<file path="src/rtl/axi_burst_to_lite.sv">
// AXI4 burst to AXI-lite splitter: every host burst becomes len+1 single-beat
// lite transactions. Read and write paths are independent, one burst each.
// Ports: clk_i/rst_ni; host_* AXI4 device port; lite_* AXI-lite host port.
module axi_burst_to_lite #(
    parameter int unsigned DataWidth = 64,
    parameter int unsigned AddrWidth = 64,
    parameter int unsigned IdWidth   = 4
) (
    input  logic                   clk_i,
    input  logic                   rst_ni,
    input  logic [IdWidth-1:0]     host_aw_id_i,
    input  logic [AddrWidth-1:0]   host_aw_addr_i,
    input  logic [7:0]             host_aw_len_i,
    input  logic [2:0]             host_aw_size_i,
    input  logic [1:0]             host_aw_burst_i,
    input  logic                   host_aw_valid_i,
    output logic                   host_aw_ready_o,
    input  logic [DataWidth-1:0]   host_w_data_i,
    input  logic [DataWidth/8-1:0] host_w_strb_i,
    input  logic                   host_w_last_i,
    input  logic                   host_w_valid_i,
    output logic                   host_w_ready_o,
    output logic [IdWidth-1:0]     host_b_id_o,
    output logic [1:0]             host_b_resp_o,
    output logic                   host_b_valid_o,
    input  logic                   host_b_ready_i,
    input  logic [IdWidth-1:0]     host_ar_id_i,
    input  logic [AddrWidth-1:0]   host_ar_addr_i,
    input  logic [7:0]             host_ar_len_i,
    input  logic [2:0]             host_ar_size_i,
    input  logic [1:0]             host_ar_burst_i,
    input  logic                   host_ar_valid_i,
    output logic                   host_ar_ready_o,
    output logic [IdWidth-1:0]     host_r_id_o,
    output logic [DataWidth-1:0]   host_r_data_o,
    output logic [1:0]             host_r_resp_o,
    output logic                   host_r_last_o,
    output logic                   host_r_valid_o,
    input  logic                   host_r_ready_i,
    output logic [AddrWidth-1:0]   lite_aw_addr_o,
    output logic                   lite_aw_valid_o,
    input  logic                   lite_aw_ready_i,
    output logic [DataWidth-1:0]   lite_w_data_o,
    output logic [DataWidth/8-1:0] lite_w_strb_o,
    output logic                   lite_w_valid_o,
    input  logic                   lite_w_ready_i,
    input  logic [1:0]             lite_b_resp_i,
    input  logic                   lite_b_valid_i,
    output logic                   lite_b_ready_o,
    output logic [AddrWidth-1:0]   lite_ar_addr_o,
    output logic                   lite_ar_valid_o,
    input  logic                   lite_ar_ready_i,
    input  logic [DataWidth-1:0]   lite_r_data_i,
    input  logic [1:0]             lite_r_resp_i,
    input  logic                   lite_r_valid_i,
    output logic                   lite_r_ready_o
);

    typedef enum logic [1:0] {W_IDLE, W_BURST, W_RESP} w_state_e;
    typedef enum logic {R_IDLE, R_BURST} r_state_e;

    // Beat count, not WLAST, ends a write burst.
    logic unused_w_last;
    assign unused_w_last = host_w_last_i;

    // Address of the beat after cur; reserved burst type falls into INCR.
    function automatic logic [AddrWidth-1:0] next_addr(
        input logic [AddrWidth-1:0] cur,
        input logic [2:0]           size,
        input logic [7:0]           len,
        input logic [1:0]           burst
    );
        logic [AddrWidth-1:0] inc, aligned, incr, mask, nxt;
        inc     = AddrWidth'(1) << size;
        aligned = cur & ~(inc - AddrWidth'(1));
        incr    = aligned + inc;
        mask    = ((AddrWidth'(len) + AddrWidth'(1)) << size) - AddrWidth'(1);
        unique case (burst)
            2'b00:   nxt = cur;
            2'b10:   nxt = (aligned & ~mask) | (incr & mask);
            default: nxt = incr;
        endcase
        return nxt;
    endfunction

    // ---------------- write path ----------------
    w_state_e             w_state_q, w_state_d;
    logic [IdWidth-1:0]   w_id_q, w_id_d;
    logic [7:0]           w_len_q, w_len_d;
    logic [2:0]           w_size_q, w_size_d;
    logic [1:0]           w_burst_q, w_burst_d;
    logic [AddrWidth-1:0] aw_addr_q, aw_addr_d;
    logic                 aw_vld_q, aw_vld_d;
    logic [8:0]           aw_cnt_q, aw_cnt_d;
    logic [8:0]           w_cnt_q, w_cnt_d;
    logic [8:0]           b_cnt_q, b_cnt_d;
    logic [1:0]           resp_q, resp_d;
    logic [8:0]           w_total;
    logic                 w_rem;

    assign w_total         = {1'b0, w_len_q} + 9'd1;
    assign w_rem           = w_cnt_q < w_total;
    assign lite_aw_addr_o  = aw_addr_q;
    assign lite_aw_valid_o = aw_vld_q;
    assign lite_w_data_o   = host_w_data_i;
    assign lite_w_strb_o   = host_w_strb_i;
    assign host_b_id_o     = w_id_q;
    assign host_b_resp_o   = resp_q;

    always_comb begin
        w_state_d       = w_state_q;
        w_id_d          = w_id_q;
        w_len_d         = w_len_q;
        w_size_d        = w_size_q;
        w_burst_d       = w_burst_q;
        aw_addr_d       = aw_addr_q;
        aw_vld_d        = aw_vld_q;
        aw_cnt_d        = aw_cnt_q;
        w_cnt_d         = w_cnt_q;
        b_cnt_d         = b_cnt_q;
        resp_d          = resp_q;
        host_aw_ready_o = 1'b0;
        host_w_ready_o  = 1'b0;
        lite_w_valid_o  = 1'b0;
        lite_b_ready_o  = 1'b0;
        host_b_valid_o  = 1'b0;
        unique case (w_state_q)
            W_IDLE: begin
                host_aw_ready_o = 1'b1;
                if (host_aw_valid_i) begin
                    w_state_d = W_BURST;
                    w_id_d    = host_aw_id_i;
                    w_len_d   = host_aw_len_i;
                    w_size_d  = host_aw_size_i;
                    w_burst_d = host_aw_burst_i;
                    aw_addr_d = host_aw_addr_i;
                    aw_vld_d  = 1'b1;
                    aw_cnt_d  = '0;
                    w_cnt_d   = '0;
                    b_cnt_d   = '0;
                    resp_d    = 2'b00;
                end
            end
            W_BURST: begin
                lite_w_valid_o = host_w_valid_i && w_rem;
                host_w_ready_o = lite_w_ready_i && w_rem;
                lite_b_ready_o = 1'b1;
                // AW stays up back-to-back until every beat address is out.
                if (aw_vld_q && lite_aw_ready_i) begin
                    aw_cnt_d  = aw_cnt_q + 9'd1;
                    aw_addr_d = next_addr(aw_addr_q, w_size_q,
                                          w_len_q, w_burst_q);
                    aw_vld_d  = aw_cnt_d < w_total;
                end
                if (host_w_valid_i && lite_w_ready_i && w_rem) begin
                    w_cnt_d = w_cnt_q + 9'd1;
                end
                if (lite_b_valid_i) begin
                    b_cnt_d = b_cnt_q + 9'd1;
                    if (lite_b_resp_i > resp_q) begin
                        resp_d = lite_b_resp_i;
                    end
                    if (b_cnt_d == w_total) begin
                        w_state_d = W_RESP;
                    end
                end
            end
            W_RESP: begin
                lite_b_ready_o = 1'b1;
                host_b_valid_o = 1'b1;
                if (host_b_ready_i) begin
                    w_state_d = W_IDLE;
                end
            end
            default: w_state_d = W_IDLE;
        endcase
    end

    always_ff @(posedge clk_i or negedge rst_ni) begin
        if (!rst_ni) begin
            w_state_q <= W_IDLE;
            w_id_q    <= '0;
            w_len_q   <= '0;
            w_size_q  <= '0;
            w_burst_q <= '0;
            aw_addr_q <= '0;
            aw_vld_q  <= 1'b0;
            aw_cnt_q  <= '0;
            w_cnt_q   <= '0;
            b_cnt_q   <= '0;
            resp_q    <= 2'b00;
        end else begin
            w_state_q <= w_state_d;
            w_id_q    <= w_id_d;
            w_len_q   <= w_len_d;
            w_size_q  <= w_size_d;
            w_burst_q <= w_burst_d;
            aw_addr_q <= aw_addr_d;
            aw_vld_q  <= aw_vld_d;
            aw_cnt_q  <= aw_cnt_d;
            w_cnt_q   <= w_cnt_d;
            b_cnt_q   <= b_cnt_d;
            resp_q    <= resp_d;
        end
    end

    // ---------------- read path ----------------
    r_state_e             r_state_q, r_state_d;
    logic [IdWidth-1:0]   r_id_q, r_id_d;
    logic [7:0]           r_len_q, r_len_d;
    logic [2:0]           r_size_q, r_size_d;
    logic [1:0]           r_burst_q, r_burst_d;
    logic [AddrWidth-1:0] ar_addr_q, ar_addr_d;
    logic                 ar_vld_q, ar_vld_d;
    logic [8:0]           ar_cnt_q, ar_cnt_d;
    logic [8:0]           r_cnt_q, r_cnt_d;
    logic [8:0]           r_total;

    assign r_total         = {1'b0, r_len_q} + 9'd1;
    assign lite_ar_addr_o  = ar_addr_q;
    assign lite_ar_valid_o = ar_vld_q;
    assign host_r_id_o     = r_id_q;
    assign host_r_data_o   = lite_r_data_i;
    assign host_r_resp_o   = lite_r_resp_i;

    always_comb begin
        r_state_d       = r_state_q;
        r_id_d          = r_id_q;
        r_len_d         = r_len_q;
        r_size_d        = r_size_q;
        r_burst_d       = r_burst_q;
        ar_addr_d       = ar_addr_q;
        ar_vld_d        = ar_vld_q;
        ar_cnt_d        = ar_cnt_q;
        r_cnt_d         = r_cnt_q;
        host_ar_ready_o = 1'b0;
        host_r_valid_o  = 1'b0;
        host_r_last_o   = 1'b0;
        lite_r_ready_o  = 1'b0;
        unique case (r_state_q)
            R_IDLE: begin
                host_ar_ready_o = 1'b1;
                if (host_ar_valid_i) begin
                    r_state_d = R_BURST;
                    r_id_d    = host_ar_id_i;
                    r_len_d   = host_ar_len_i;
                    r_size_d  = host_ar_size_i;
                    r_burst_d = host_ar_burst_i;
                    ar_addr_d = host_ar_addr_i;
                    ar_vld_d  = 1'b1;
                    ar_cnt_d  = '0;
                    r_cnt_d   = '0;
                end
            end
            R_BURST: begin
                host_r_valid_o = lite_r_valid_i;
                lite_r_ready_o = host_r_ready_i;
                host_r_last_o  = r_cnt_q == {1'b0, r_len_q};
                if (ar_vld_q && lite_ar_ready_i) begin
                    ar_cnt_d  = ar_cnt_q + 9'd1;
                    ar_addr_d = next_addr(ar_addr_q, r_size_q,
                                          r_len_q, r_burst_q);
                    ar_vld_d  = ar_cnt_d < r_total;
                end
                if (lite_r_valid_i && host_r_ready_i) begin
                    r_cnt_d = r_cnt_q + 9'd1;
                    if (r_cnt_d == r_total) begin
                        r_state_d = R_IDLE;
                        ar_vld_d  = 1'b0;
                    end
                end
            end
            default: r_state_d = R_IDLE;
        endcase
    end

    always_ff @(posedge clk_i or negedge rst_ni) begin
        if (!rst_ni) begin
            r_state_q <= R_IDLE;
            r_id_q    <= '0;
            r_len_q   <= '0;
            r_size_q  <= '0;
            r_burst_q <= '0;
            ar_addr_q <= '0;
            ar_vld_q  <= 1'b0;
            ar_cnt_q  <= '0;
            r_cnt_q   <= '0;
        end else begin
            r_state_q <= r_state_d;
            r_id_q    <= r_id_d;
            r_len_q   <= r_len_d;
            r_size_q  <= r_size_d;
            r_burst_q <= r_burst_d;
            ar_addr_q <= ar_addr_d;
            ar_vld_q  <= ar_vld_d;
            ar_cnt_q  <= ar_cnt_d;
            r_cnt_q   <= r_cnt_d;
        end
    end

endmodule

</file>
<file path="config.mk">
export PLATFORM = sky130hd
export DESIGN_NAME = axi_burst_to_lite
export DESIGN_NICKNAME = d
export VERILOG_FILES = /design/src/rtl/axi_burst_to_lite.sv
export SDC_FILE = /design/constraint.sdc
export NUM_CORES = 1
export LEC_CHECK = 0
export BUFFER_PORTS_ARGS = -buffer_cell sky130_fd_sc_hd__buf_4
export CAP_MARGIN = 20
export CORE_AREA = 2 2 232 234
export CTS_CLUSTER_DIAMETER = 100
export DETAILED_ROUTE_END_ITERATION = 8
export DIE_AREA = 0 0 234 236
export PLACE_DENSITY = 0.57
export REMOVE_ABC_BUFFERS = 1
export SKIP_CTS_REPAIR_TIMING = 1
export SLEW_MARGIN = 20
export SYNTH_ARGS = -nofsm -noshare
export SYNTH_HDL_FRONTEND = slang
export SYNTH_SLANG_ARGS = --single-unit
</file>
<file path="constraint.sdc">
create_clock -name clk_i -period 4.9 [get_ports clk_i]
set_input_delay 0.735 -clock clk_i [delete_from_list [all_inputs] [get_ports clk_i]]
set_output_delay 0.735 -clock clk_i [all_outputs]
set_load 0.005 [all_outputs]
</file>
Word-level counts from Yosys, hierarchy flattened

Index checks and enable logic that the tools add are counted.

Word-level logic and storage cells: 148
Flip-flop bits (word level): 214

Shift operators: 4
Reduce and logical (&&, ||, !) cells: 23
Magnitude comparators: 4
Muxes and demuxes: 50
Bitwise logic cells: 13
Equal/unequal tests: 19
Add/sub/neg operators: 15

Operators by type and width:

| cell                                               | count |
|---|---|
| one-hot mux 64 bit (2 select lines)                | 4 |
| bitwise AND 64 bit                                 | 6 |
| two-way mux 64 bit                                 | 4 |
| NOT 64 bit                                         | 4 |
| subtractor 64 x 1 -> 64 bit, second input constant | 4 |
| adder 64 bit                                       | 2 |
| bitwise OR 64 bit                                  | 2 |
| left shift 1 x 3 -> 64 bit, first input constant   | 2 |
| left shift 9 x 3 -> 64 bit                         | 2 |
| one-hot mux 9 bit (2 select lines)                 | 5 |
| two-way mux 9 bit                                  | 7 |
| adder 9 x 1 -> 9 bit, second input constant        | 5 |
| adder 8 x 1 -> 9 bit, second input constant        | 4 |
| < comparator 9 bit                                 | 3 |
| != test 2 bit, second input constant               | 10 |
| == test 9 bit                                      | 2 |
| two-way mux 1 bit                                  | 18 |
| two-way mux 2 bit                                  | 7 |
| AND reduction 3 bit                                | 4 |
| AND reduction 4 bit                                | 3 |
| == test 9 x 8 -> 1 bit                             | 1 |
| AND reduction 2 bit                                | 4 |
| logical AND 1 bit                                  | 7 |
| == test 2 bit, second input constant               | 3 |
| 10 further kinds                                   | 15 |

Depth between registers and ports, before layout

Gate-level depths: netlist (run 1).

Depth after elaboration: 10
Depth in mapped cells: 19
Depth with buffers taken out: 15

Worst setup path after synthesis (run 1)

No wires, ideal clock.

Path type: flip-flop to flip-flop
Start point: reg r_size_q[2]
End point: reg ar_addr_q[24] (netlist: lite_ar_addr_o[24])
Slack: 805 ps
Arrival time: 3965 ps
Stages on the path, launching flop included: 18
Clock period less this slack: 4095 ps
Path through: dfrtp_1 > clkbuf_1 > clkbuf_1 > clkbuf_1 > nor3_1 > and2_1 > ha_1 > or2_2 > a221oi_1 > o21a_1 > o21bai_1 > a21oi_1 > nor3_1 > a31oi_1 > clkbuf_1 > o21ai_0 > a21oi_1 > a211oi_1

Word-level cells in the longest chain between the ends: 10
Elaborated cells on any way between the ends: 14
Classes of those cells: add/sub (3); shift (2); mux (3); bitwise (6)

RTL lines:

| item                                  | RTL line | RTL |
|---|---|---|
| from (decl)                           | 211      | `logic [2:0] r_size_q, r_size_d;` |
| from (signal assigned)                | 292      | `r_size_q <= r_size_d;` |
| left shift 1 x 3 -> 64 bit            | 74       | `inc = AddrWidth'(1) << size;` |
| subtractor 64 x 1 -> 64 bit           | 75       | `aligned = cur & ~(inc - AddrWidth'(1));` |
| NOT 64 bit                            | 75       |  |
| bitwise AND 64 bit                    | 75       |  |
| adder 64 bit                          | 76       | `incr = aligned + inc;` |
| bitwise AND 64 bit                    | 80       | `2'b10: nxt = (aligned & ~mask) \| (incr & mask);` |
| bitwise OR 64 bit                     | 80       |  |
| one-hot mux 64 bit (2 select lines) * | 78       | `unique case (burst)` |
| two-way mux 64 bit *                  | 259      | `if (ar_vld_q && lite_ar_ready_i) begin` |
| one-hot mux 64 bit (2 select lines) * | 240      | `unique case (r_state_q)` |
| to (signal assigned)                  | 294      | `ar_addr_q <= ar_addr_d;` |
| to (decl)                             | 213      | `logic [AddrWidth-1:0] ar_addr_q, ar_addr_d;` |

Every way passes the cells marked *; elsewhere a longest branch is shown, timed or not. The select of a mux whose other input is x is not followed.
A chain may end at the register's enable or synchronous reset.

Worst setup path after layout (run 1)

Start point: reg r_len_q[1]
End point: reg ar_addr_q[47] (netlist: lite_ar_addr_o[47])

Word-level cells in the longest chain between the ends: 9
Elaborated cells on any way between the ends: 10
Classes of those cells: add/sub (2); shift (1); mux (3); bitwise (4)

RTL lines:

| item                                  | RTL line | RTL |
|---|---|---|
| from (decl)                           | 210      | `logic [7:0] r_len_q, r_len_d;` |
| from (signal assigned)                | 291      | `r_len_q <= r_len_d;` |
| adder 8 x 1 -> 9 bit *                | 77       | `mask = ((AddrWidth'(len) + AddrWidth'(1)) << size) - AddrWidth'(1);` |
| left shift 9 x 3 -> 64 bit *          | 77       |  |
| subtractor 64 x 1 -> 64 bit *         | 77       |  |
| NOT 64 bit                            | 80       |  |
| bitwise AND 64 bit                    | 80       |  |
| bitwise OR 64 bit *                   | 80       |  |
| one-hot mux 64 bit (2 select lines) * | 78       |  |
| two-way mux 64 bit *                  | 259      |  |
| one-hot mux 64 bit (2 select lines) * | 240      |  |

Marked as above.

==> results of run 1 <==
-- power by group through the flow --
stage	clock [mW]	sequential (mW)	combinational, mW
4_1_cts	2.23	3.30	7.80
2_1_floorplan	0	3.20	4.80
3_5_place_dp	0	3.32	7.76
6_report	2.18	3.33	7.86
5_1_grt	2.30	3.43	8.62
3_3_place_gp	0	3.30	7.66
-- cell usage after synthesis, drive strengths merged (54+ instances only) --
master and instances:
ha 54, nor3 68, o22ai 70, xnor2 78
nor2 133, nand3 103, clkbuf 116, a21oi 158
nand2 255, dfrtp 214, o21ai 133, buf 164
and3 65
-- flip-flops by register name, summed over array words and instances (netlist names), 2 cells and up --
name            cells
host_b_id_o         4
w_len_q             8
r_len_q             8
ar_cnt_q            9
w_state_q           2
lite_ar_addr_o     64
w_burst_q           2
w_cnt_q             9
b_cnt_q             9
r_size_q            3
w_size_q            3
host_r_id_o         4
host_b_resp_o       2
aw_cnt_q            9
r_cnt_q             9
lite_aw_addr_o     64
r_burst_q           2
-- path summary, 6_finish.rpt --
check	cells after the start	to	slack (ns)	start
worst max-delay path	15	lite_ar_addr_o[47]$_DFFE_PN0P_	0.44	r_len_q[1]$_DFFE_PN0P_
worst min-delay path	1	lite_aw_addr_o[57]$_DFFE_PN0P_	0.16	rst_ni
worst max register to register	15	lite_ar_addr_o[47]$_DFFE_PN0P_	0.44	r_len_q[1]$_DFFE_PN0P_
worst min register to register	2	host_r_id_o[2]$_DFFE_PN0P_	0.49	host_r_id_o[2]$_DFFE_PN0P_
max in group asynchronous	2	lite_ar_addr_o[27]$_DFFE_PN0P_	3.60	rst_ni
min in group clk_i	3	host_r_id_o[1]$_DFFE_PN0P_	0.33	host_ar_id_i[1]
-- kinds of logic after synthesis --
logic type | Yosys count
mux | 69
flops | 214
compound gates | 621
simple gates | 860
buf+inv | 333
xor+xnor | 105
fa+ha+maj | 54
-- critical path, cell delays in order (launching register included) --
cell	delay [ns]
dfrtp_1	0.55
ha_2	0.39
nand3_4	0.12
xnor2_4	0.33
o211ai_1	0.19
nor4_1	0.53
a32oi_1	0.27
nor4b_4	0.41
nor3b_1	0.24
ha_1	0.21
nor2_1	0.07
or4_1	0.47
nor3b_1	0.25
a211oi_1	0.08
a21oi_1	0.14
a21oi_1	0.08
-- cell usage in the layout, fill, tap and decap left out, types with 46 or more instances in the layout --
cell type  synthesis  routed
nand3_1          102     102
o22ai_1           70      70
o21ai_0          127     127
nor2_1           133     131
buf_4            138     376
nor3_1            68      68
mux2i_1           46      46
xnor2_1           77      77
and3_1            65      65
ha_1              54      52
dfrtp_1          214     213
nand2_1          254     253
inv_1             52      52
a21oi_1          157     156
-- routing by layer --
layer	vias up	wire length (µm)	global-route usage, %
met5	-	1040	14.37
met4	18	3170	10.40
met3	165	15940	23.74
met2	1081	33440	40.28
met1	8762	31790	34.14
li1	8390	-	-
-- cell type report --
type,instances,area [µm²],share of cell area (%)
Sequential cell,214,5356,25.45
Multi-Input combinational cell,1709,10810,51.35
Clock buffer,46,859.6,4.084
Timing Repair Buffer,378,2858,13.58
Tap cell,696,870.8,4.138
Inverter,53,198.9,0.9452
Clock inverter,3,90.09,0.4280
Antenna cell,2,5.005,0.02378
==> flow_summary.json, run 1 <==
{
  "status": "finished, final reports clean",
  "setup_tns_ns": 0,
  "grt_setup_unrepaired": "false",
  "areaGrowthSynthToFinish_pct": 17.47,
  "holdWs_ns": 0.1641,
  "yosysTopAreaCell": "dfrtp_1",
  "via_count": 18420,
  "maxSlewViolCount": 0,
  "p_comb_share_pct": 58.8,
  "final_cell_area_mm2": 0.02105,
  "firstDrtPassIters": 5,
  "ir_drop_mv": 0.3066,
  "setup_ws_ns": 0.4376,
  "powerDensity_mw_per_mm2": 635.2,
  "power_mw": 13.37,
  "rows": 85,
  "die_w_um": 234,
  "clock_sinks": 214,
  "finalCritPeriodShare_pct": 91.07,
  "relSlewSlack_pct": 37.50,
  "post-route-util_pct": 39.66,
  "final_cell_count_no_fill": 3101,
  "worst_slew_pin_slew_ns": 0.9289,
  "synthFlopType": "dfrtp_1",
  "synth.top_cell.area_share_pct": 29.89,
  "synth_top_family_by_area": "simple AND/OR/NAND/NOR gates",
  "seq_area_frac_synth_pct": 29.89,
  "hold_path.class": "input port to asynchronous set/reset pin",
  "fp.dieH_um": 236,
  "cts_tree": "built",
  "antenna_found_initial": 2,
  "gp_congestion": 0.9510,
  "p_int_mw": 7.014,
  "async_reset_ff_share_pct": 100.0,
  "power_switching_share_pct": 47.54,
  "muxShareOfSynthArea_pct": 4.078,
  "routed_wl_mm": 85.39,
  "synth_area_per_cell_um2": 7.941,
  "synth_fa_ha_area_share_pct": 3.771,
  "track_usage_pct": 29.96,
  "syn_area_mm2": 0.01792,
  "numCtsBuffers": 28,
  "switching_power_mw": 6.355,
  "fp.coreArea_mm2": 0.05307,
  "synth-compound-area-share_pct": 22.45,
  "grt_pass1_wl_mm": 122.2,
  "timing.fmax_mhz": 224.1,
  "ys_seq_elements": 214,
  "drt_iter0_markers": 1552,
  "pre_cts_ws_ns": 0.4822,
  "detail_route.vias_per_cell": 5.939,
  "synth_xor_area_share_pct": 5.280,
  "initial_core_util_pct": 33.76,
  "dieArea_mm2": 0.05522,
  "cts_max_level": 1,
  "yosys-top-cells-area": "dfrtp_1 (30%), buf_4 (5.8%), nand2_1 (5.3%)",
  "dpl.hpwl_mm": 65.75,
  "drive_gt1_share_pct": 20.10,
  "insertion_delay_ns": 0.59,
  "routedWlPerCell_um": 27.54,
  "grt_overflow_total": 0,
  "ant_nets": 0,
  "cts_max_path_buffers": 3,
  "n_fill_cell": 5446,
  "cts_root_buf": "clkbuf_16",
  "crit_fanout": 10,
  "critPathLaunchType": "flop",
  "crit_required_ns": 5.35,
  "hold_violations": 0,
  "leakage_nw": 8.894,
  "dp.cells": 3050,
  "maxCapViolations": 0,
  "cp_data_arrival_time_ns": 4.92,
  "io_pins": 602,
  "nets": 2753,
  "criticalPathCategory": "flop to flop",
  "syn_inst": 2256,
  "drc": 0,
  "pwr-share-seq_pct": 24.9,
  "yosys_warnings": 0,
  "yosysUniqueCellTypes": 92,
  "fin_crit_ns": 4.462,
  "place_area_mm2": 0.02009,
  "clk_pin_slew_ns": 0.06,
  "power_frac_clock_pct": 16.3,
  "setup_viol": 0,
  "grt_pass1_vias": 17390,
  "grt_max_degree": 93,
  "worst_clock_skew_ns": 0.03713,
  "synth_simple_gate_area_share_pct": 24.52,
  "crit_path_end_kind": "flop",
  "synth_edf_count": 0,
  "portBuffers": 324
}
No activity file was read; power rests on OpenSTA's default activity.
==> run 2: changes to the inputs <==
- CELL_PAD_IN_SITES_DETAIL_PLACEMENT: not set -> 0
- CELL_PAD_IN_SITES_GLOBAL_PLACEMENT: not set -> 2
- CORE_AREA: 2 2 232 234 -> not set
- CORE_ASPECT_RATIO: not set -> 1.1
- CORE_UTILIZATION: not set -> 29
- DIE_AREA: 0 0 234 236 -> not set
- PLACE_DENSITY: 0.57 -> 0.81
==> flow_summary.json, run 2 (synthesis gave the netlist of run 1 again) <==
{
  "grt_setup_unrepaired": "false",
  "dpl.hpwl_mm": 68.00,
  "busiest_layer": "met2",
  "routed_wl_mm": 88.72,
  "via_count": 18560,
  "multi_input_area_mm2": 0.01082,
  "powerDensity_mw_per_mm2": 636.0,
  "pre_cts_ws_ns": 0.4390,
  "insertion_delay_ns": 0.60,
  "final_cell_mix": "buf_4 (375), nand2_1 (253), dfrtp_1 (213), a21oi_1 (156), nor2_1 (131)",
  "clock_sinks": 214,
  "finalCritPeriodShare_pct": 91.26,
  "fp.dieH_um": 262.7,
  "maxSlewViolCount": 0,
  "grt_overflow_total": 0,
  "rows": 95,
  "gp_congestion": 0.9319,
  "maxCapViolations": 0,
  "detail_route.vias_per_cell": 5.742,
  "clk_pin_slew_ns": 0.06,
  "critPathLaunchType": "flop",
  "dp.cells": 3178,
  "timing.fmax_mhz": 223.6,
  "fin_crit_ns": 4.472,
  "cts_max_path_buffers": 3,
  "drc": 0,
  "hold_violations": 0,
  "antenna_found_initial": 2,
  "path_buf_inv": 0,
  "routedWlPerCell_um": 27.45,
  "die_w_um": 239.0,
  "grtUsageMet2_pct": 39.52,
  "n_fill_cell": 6476,
  "rr_worst_depth": 15,
  "grt_max_degree": 96,
  "numCtsBuffers": 29,
  "crit_chain": "ha_2 > nand3_4 > xnor2_4 > o211ai_1 > nor4_1 > a32oi_1 > nor4b_4 > nor3b_1 > ha_1 > nor2_1 > or4_1 > nor3b_1 > a211oi_1 > a21oi_1 > a21oi_1",
  "critPathTopFamily": "simple AND/OR/NAND/NOR gates",
  "use_met3_pct": 18.37,
  "crit_required_ns": 5.35,
  "ant_nets": 0,
  "ir_drop_mv": 0.3187,
  "io_pins": 602,
  "crit_fanout": 10,
  "power_mw": 13.56,
  "max_stage_delay_ns": 0.56,
  "hold_path.class": "input port to asynchronous set/reset pin",
  "slowest_stage": "dfrtp_1",
  "cts_root_buf": "clkbuf_16",
  "grt_pass1_wl_mm": 126.9,
  "status": "finished, final reports clean",
  "grtUsageMet1_pct": 32.48,
  "grt_pass1_vias": 17710,
  "cts_tree": "built",
  "initial_core_util_pct": 29.32,
  "worst_clock_skew_ns": 0.03743,
  "crit_path_end_kind": "flop",
  "firstDrtPassIters": 5,
  "fp.coreArea_mm2": 0.06110,
  "leakage_nw": 8.950,
  "relSlewSlack_pct": 35.11,
  "portBuffers": 324,
  "rrSetupSlack_ns": 0.43,
  "track_usage_pct": 27.38,
  "dieArea_mm2": 0.06278,
  "drive_gt1_share_pct": 20.73,
  "final_cell_count_no_fill": 3232,
  "regArea_mm2": 0.005356,
  "setup_viol": 0,
  "worst_slew_pin_slew_ns": 0.9659,
  "nets": 2754,
  "r2r_end": "lite_ar_addr_o[47]$_DFFE_PN0P_",
  "worstReg2RegStart": "r_len_q[1]$_DFFE_PN0P_",
  "final_common_cell": "buf_4",
  "setup_ws_ns": 0.4282,
  "drt_iter0_markers": 1615,
  "areaGrowthSynthToFinish_pct": 19.00,
  "criticalPathCategory": "flop to flop",
  "cp_data_arrival_time_ns": 4.92,
  "cts_max_level": 1
}
==> run 2: changes by cell type in the layout (fill, tap and decap cells not counted), moves of 2 or more <==
cell / change
clkinv_2: +5
clkbuf_8: -3
clkinv_4: +2
inv_6: +3
clkbuf_1: -10
bufinv_16: +2
clkinvlp_4: +4
==> run 2: per-layer routing <==
metal,routed length [µm],up-vias
met3,13930,117
met4,1813,16
li1,-,8410
met1,34990,9042
met2,37160,973
met5,829,-
==> run 2: power by group <==
group / switching (mW) / total (mW) / leakage, nW / internal, mW
logic: 4.58 / 7.84 / 5.77 / 3.26
registers: 0.963 / 3.35 / 2.67 / 2.39
clock network: 0.957 / 2.37 / 0.505 / 1.41
total: 6.50 / 13.6 / 8.95 / 7.06
==> run 2: area by class of cell <==
class | count | share of cell area (%)
Multi-Input combinational cell | 1709 | 50.75
Sequential cell | 214 | 25.12
Timing Repair Buffer | 378 | 13.46
Tap cell | 824 | 4.836
Clock buffer | 33 | 3.662
Clock inverter | 20 | 1.221
Inverter | 53 | 0.9331
Antenna cell | 1 | 0.01174
==> run 2: how the worst max path moves through the flow <==
stage | startpoint | end | cells after the start
floorplan | w_state_q[1]$_DFFE_PN0P_ | lite_aw_addr_o[61]$_DFFE_PN0P_ | 9
global placement | r_len_q[1]$_DFFE_PN0P_ | lite_ar_addr_o[47]$_DFFE_PN0P_ | 15
detailed placement | r_len_q[1]$_DFFE_PN0P_ | lite_ar_addr_o[47]$_DFFE_PN0P_ | 15
CTS | r_len_q[1]$_DFFE_PN0P_ | lite_ar_addr_o[47]$_DFFE_PN0P_ | 15
global route | r_len_q[1]$_DFFE_PN0P_ | lite_ar_addr_o[47]$_DFFE_PN0P_ | 15
finish | r_len_q[1]$_DFFE_PN0P_ | lite_ar_addr_o[47]$_DFFE_PN0P_ | 15
==> run 2: metrics by stage <==
stage / setup TNS, ns / hold WS (ns) / area, µm² / util (%)
floorplan: -127.76 / 0.4394 / 16320 / -
global placement: 0 / 0.4679 / 20270 / 33.18
detailed placement: 0 / 0.4678 / 20270 / 33.18
CTS: 0 / 0.1787 / 21320 / 34.89
global route: 0 / 0.1868 / 21320 / 34.90
finish: 0 / 0.1345 / 21320 / 34.90
